[config.mk]
export PLATFORM = sky130hd
export DESIGN_NAME = rw_out_packer
export DESIGN_NICKNAME = d
export VERILOG_FILES = /design/src/rtl/rw_out_packer.sv
export SDC_FILE = /design/constraint.sdc
export NUM_CORES = 1
export LEC_CHECK = 0
export ABC_CLOCK_PERIOD_IN_PS = 5150
export CORE_MARGIN = 3
export CORE_UTILIZATION = 45
export DETAILED_ROUTE_END_ITERATION = 16
export PLACE_DENSITY = 0.64
export SLEW_MARGIN = 5
export SYNTH_ARGS = -nofsm -noshare
export SYNTH_HDL_FRONTEND = slang
export SYNTH_SLANG_ARGS = --single-unit
export TNS_END_PERCENT = 100
[constraint.sdc]
create_clock -name clk -period 5.15 [get_ports clk]
set_clock_uncertainty 0.1 [all_clocks]
set_input_delay 1.03 -clock clk [delete_from_list [all_inputs] [get_ports clk]]
set_output_delay 1.03 -clock clk [all_outputs]
set_load 0.05 [all_outputs]
[src/rtl/rw_out_packer.sv]
// Collects the 1-bit output stream of a ReWire device, packs it MSB-first into
// WIDTH-bit words and queues them in a small FIFO behind a valid/ready handshake.
module rw_out_packer #(
   parameter int WIDTH = 8,
   parameter int DEPTH = 4
) (
   input  logic                         clk,
   input  logic                         rst,
   input  logic                         en,
   input  logic                         dev_out,
   input  logic                         dev_continue,
   output logic [WIDTH-1:0]             word_data,
   output logic [$clog2(WIDTH+1)-1:0]   word_bits,
   output logic                         word_last,
   output logic                         word_valid,
   input  logic                         word_ready,
   output logic                         overflow,
   output logic                         done
);

   localparam int BW = $clog2(WIDTH+1);
   localparam int PW = $clog2(DEPTH);
   localparam int CW = $clog2(DEPTH+1);
   localparam logic [BW-1:0] WIDTH_B = BW'(WIDTH);
   localparam logic [CW-1:0] DEPTH_C = CW'(DEPTH);

   typedef enum logic {COLLECT, HALT} state_t;

   state_t           state, stateNext;
   logic [WIDTH-1:0] acc, accNext, accShift;
   logic [BW-1:0]    cnt, cntNext, cntInc;

   logic             push;
   logic [WIDTH-1:0] pushData;
   logic [BW-1:0]    pushBits;
   logic             pushLast;

   logic [WIDTH-1:0] memData [DEPTH];
   logic [BW-1:0]    memBits [DEPTH];
   logic             memLast [DEPTH];
   logic [PW-1:0]    rdPtr, wrPtr;
   logic [CW-1:0]    occ;
   logic             pop, accept;

   // Assembly and halt decision; a partial final word is left-justified so the
   // first sampled bit always lands at the MSB.
   always_comb begin
      stateNext = state;
      accNext   = acc;
      cntNext   = cnt;
      push      = 1'b0;
      pushData  = '0;
      pushBits  = '0;
      pushLast  = 1'b0;
      accShift  = {acc[WIDTH-2:0], dev_out};
      cntInc    = cnt + 1'b1;
      if (state == COLLECT && en) begin
         accNext = accShift;
         cntNext = cntInc;
         if (cntInc == WIDTH_B) begin
            push     = 1'b1;
            pushData = accShift;
            pushBits = WIDTH_B;
            pushLast = ~dev_continue;
            cntNext  = '0;
         end else if (!dev_continue) begin
            push     = 1'b1;
            pushData = accShift << (WIDTH_B - cntInc);
            pushBits = cntInc;
            pushLast = 1'b1;
         end
         if (!dev_continue) stateNext = HALT;
      end
   end

   // A full FIFO can still take a word when the head leaves in the same cycle.
   assign word_valid = (occ != '0);
   assign pop        = word_valid & word_ready;
   assign accept     = push & ((occ != DEPTH_C) | pop);

   always_ff @(posedge clk or posedge rst) begin
      if (rst) begin
         state    <= COLLECT;
         acc      <= '0;
         cnt      <= '0;
         rdPtr    <= '0;
         wrPtr    <= '0;
         occ      <= '0;
         overflow <= 1'b0;
      end else begin
         state <= stateNext;
         acc   <= accNext;
         cnt   <= cntNext;
         if (pop) rdPtr <= rdPtr + 1'b1;
         if (accept) wrPtr <= wrPtr + 1'b1;
         if (accept && !pop) occ <= occ + 1'b1;
         else if (pop && !accept) occ <= occ - 1'b1;
         if (push && !accept) overflow <= 1'b1;
      end
   end

   // Storage needs no reset: entries are only visible while occupancy covers them.
   always_ff @(posedge clk) begin
      if (accept) begin
         memData[wrPtr] <= pushData;
         memBits[wrPtr] <= pushBits;
         memLast[wrPtr] <= pushLast;
      end
   end

   assign word_data = word_valid ? memData[rdPtr] : '0;
   assign word_bits = word_valid ? memBits[rdPtr] : '0;
   assign word_last = word_valid ? memLast[rdPtr] : 1'b0;
   assign done      = (state == HALT);

endmodule

==> impl_metrics.toml <==
[placement]
dpl.cell_count = 346
dp_hpwl_um = 4090
globalplace.congestion = 0.824
port_buffers = 21

[clock_tree]
clockBufferDepth = 2
ctsRootBufferMaster = "clkbuf_8"
clk_pin_slew_ns = 0.08
hold_buffers = 0
cts_setup_buffers = 0
clkLatencyLatePin_ns = 0.35
cts_resized = 0
cts_sinks = 72
cts_buffers = 9
htree_levels = 3
tritoncts = "yes"

[logic_synthesis]
ys.flop_type = "edfxtp_1"
syn_avg_cell_area_um2 = 14.1
synth_edf_count = 52
synthCells = 241
synth_nets = 254
ys_seq_elements = 72
synth_cell_types = 45
synthArstFlopShare_pct = 27.8
synth.yosys.warnings = 0
synth_area_um2 = 3400
ys_seq_area_share_pct = 60.6

[global_route]
grt_usage_pct = 16.1
grt_pass1_vias = 1978
grt_max_degree = 22
grt_pass1_wl_um = 10500
overflow = 0
antenna_found_initial = 0

[sta]
fin_tns_setup_ns = 0
hold_viol = 0
slew_headroom_pct = 39.3
setup_viol = 0
fmax_mhz = 257
layout_worst_path_cycle_share_pct = 75.7
rsz0062_at_grt = "false"
finalCriticalPeriod_ns = 3.90
whs_ns = 0.372
max_slew.worst_pin.slew_ns = 0.910
final_max_slew_viol_count = 0

[routing]
via_per_inst = 5.38
antenna_left = 0
dr_total_vias = 1946
drc = 0
totalWireLength_um = 6150
drtIter0Drc = 116
dr.pass1.iters = 4
avgRoutedWirePerCell_um = 17.0

[power]
peakVddDrop_uv = 220
power_frac_seq_pct = 37.7
total_power_mw = 2.32
p_int_mw = 1.41
leakage_nw = 1.42
p_sw_share_pct = 39.3
combinationalPowerShare_pct = 41.0
power_density_nw_per_um2 = 597
pwr-share-clk_pct = 21.3
switching_power_uw = 913

[worst_setup_path]
startpoint_type = "register"
end_kind = "output port"
criticalPathCategory = "reg2out"
cp.required_ns = 4.02
critPathBufInv = 1
crit_arrival_ns = 2.77
crit_fanout = 15
cp_top_family = "flip-flops"
cp_cell_sequence = "mux4_2, and2_1, clkdlybuf4s50_1"
max_stage_delay_ns = 0.94
cp_slowest_cell = "dfrtp_1"

[floorplanning]
die_area_um2 = 8640
ios = 22
start_util_pct = 46.7
placementRows = 31
die_w_um = 93.0
core_area_um2 = 7290
die_y_um = 93.0

[finish]
fin_util_pct = 53.3
register_area_um2 = 2060
diodes = 0
syn_to_final_growth_pct = 14.3
final_cells = 362
nets = 271
n_fill_cell = 643
layout-drive-gt1-share_pct = 15.2
multi_input_comb_area_um2 = 1240

[flow_run]
cap_violations = 0

[hold_path]
worstHoldPathType = "reg2reg"

[status]
status = "completed"
-- cells in the mapped netlist, drive strengths merged (3+ instances only) --
cell type,instances,area [um^2]
edfxtp,52,1560
nand2,30,113
dfrtp,20,500
and2,18,113
mux4,17,383
o21ai,14,70.1
clkbuf,8,31.3
inv,8,30.0
buf,7,36.3
mux2i,7,70.1
nor3,7,35.0
ha,6,75.1
xnor2,6,52.6
nor2,5,18.8
nor2b,3,18.8
-- registers in the layout (all words and copies together) (netlist names) --
name and flops:
rdPtr 2, memLast 4, occ 3, acc 7, wrPtr 2, cnt 4, overflow 1, memData 32
done 1, memBits 16
-- path summary, 6_finish.rpt --
kind / endpoint / cells after the start / from / slack, ns
max: word_bits[1] / 3 / rdPtr[0]$_DFFE_PP0P_ / 1.25
min: overflow$_DFFE_PP0P_ / 1 / overflow$_DFFE_PP0P_ / 0.37
max reg2reg: occ[2]$_DFFE_PP0P_ / 9 / cnt[0]$_DFFE_PP0P_ / 2.00
min reg2reg: overflow$_DFFE_PP0P_ / 1 / overflow$_DFFE_PP0P_ / 0.37
max in group asynchronous: acc[0]$_DFFE_PP0P_ / 2 / rst / 3.42
min in group asynchronous: occ[1]$_DFFE_PP0P_ / 2 / rst / 1.03
-- power by group through the flow --
stage | sequential [mW] | combinational, mW | clock, mW
floorplan | 0.789 | 0.824 | 0
global placement | 0.889 | 0.951 | 0
detailed placement | 0.891 | 0.960 | 0
CTS | 0.878 | 0.962 | 0.503
global route | 0.905 | 1.03 | 0.527
finish | 0.877 | 0.952 | 0.494
-- layout by cell type (no fill, tap or decap), types with 3 or more instances in the layout --
master,Yosys,layout
nand2_1,30,30
inv_1,8,8
mux4_2,17,17
mux2i_1,7,7
dfrtp_1,20,20
nor3_1,7,7
clkdlybuf4s50_1,0,21
xnor2_1,6,6
ha_1,6,6
clkbuf_8,0,9
edfxtp_1,52,52
nor2b_1,3,3
and2_1,18,18
nor2_1,5,5
o21ai_0,14,14
-- final cells by class --
class                      instances  share of cell area [%]
sequential                        72                    53.0
multi-input combinational        146                    32.0
timing repair buffer              21                    5.41
clock buffer                       9                    3.19
tap                               99                    3.19
clock inverter                     7                    2.45
inverter                           8                   0.772
-- metrics by stage --
stage          setup slack [ns]  cell area [um^2]
6_report                   1.25              3890
5_1_grt                    1.06              3890
4_1_cts                    1.18              3890
3_5_place_dp               1.48              3670
3_3_place_gp               1.54              3670
2_1_floorplan              2.23              3400
-- routing by layer --
| layer | up-vias | GRT usage (%) | part of all wire, % |
|---|---|---|---|
| met5 | - | 0 | 0 |
| met4 | 0 | 5.86 | 0.83 |
| met3 | 4 | 4.47 | 4.0 |
| met2 | 40 | 24.2 | 46 |
| met1 | 978 | 22.5 | 49 |
| li1 | 924 | - | - |
-- cell families after synthesis --
group | count (synthesis) | share of synthesized area [%]
adder cells (fa/ha/maj) | 7 | 2.80
AND/OR/NAND/NOR | 75 | 11.3
AO/OA/AOI/OAI | 30 | 6.29
XOR/XNOR | 8 | 2.06
flip-flops | 72 | 60.6
multiplexers | 26 | 14.1
buffers and inverters | 23 | 2.87
(Power assumes the default switching activity.)
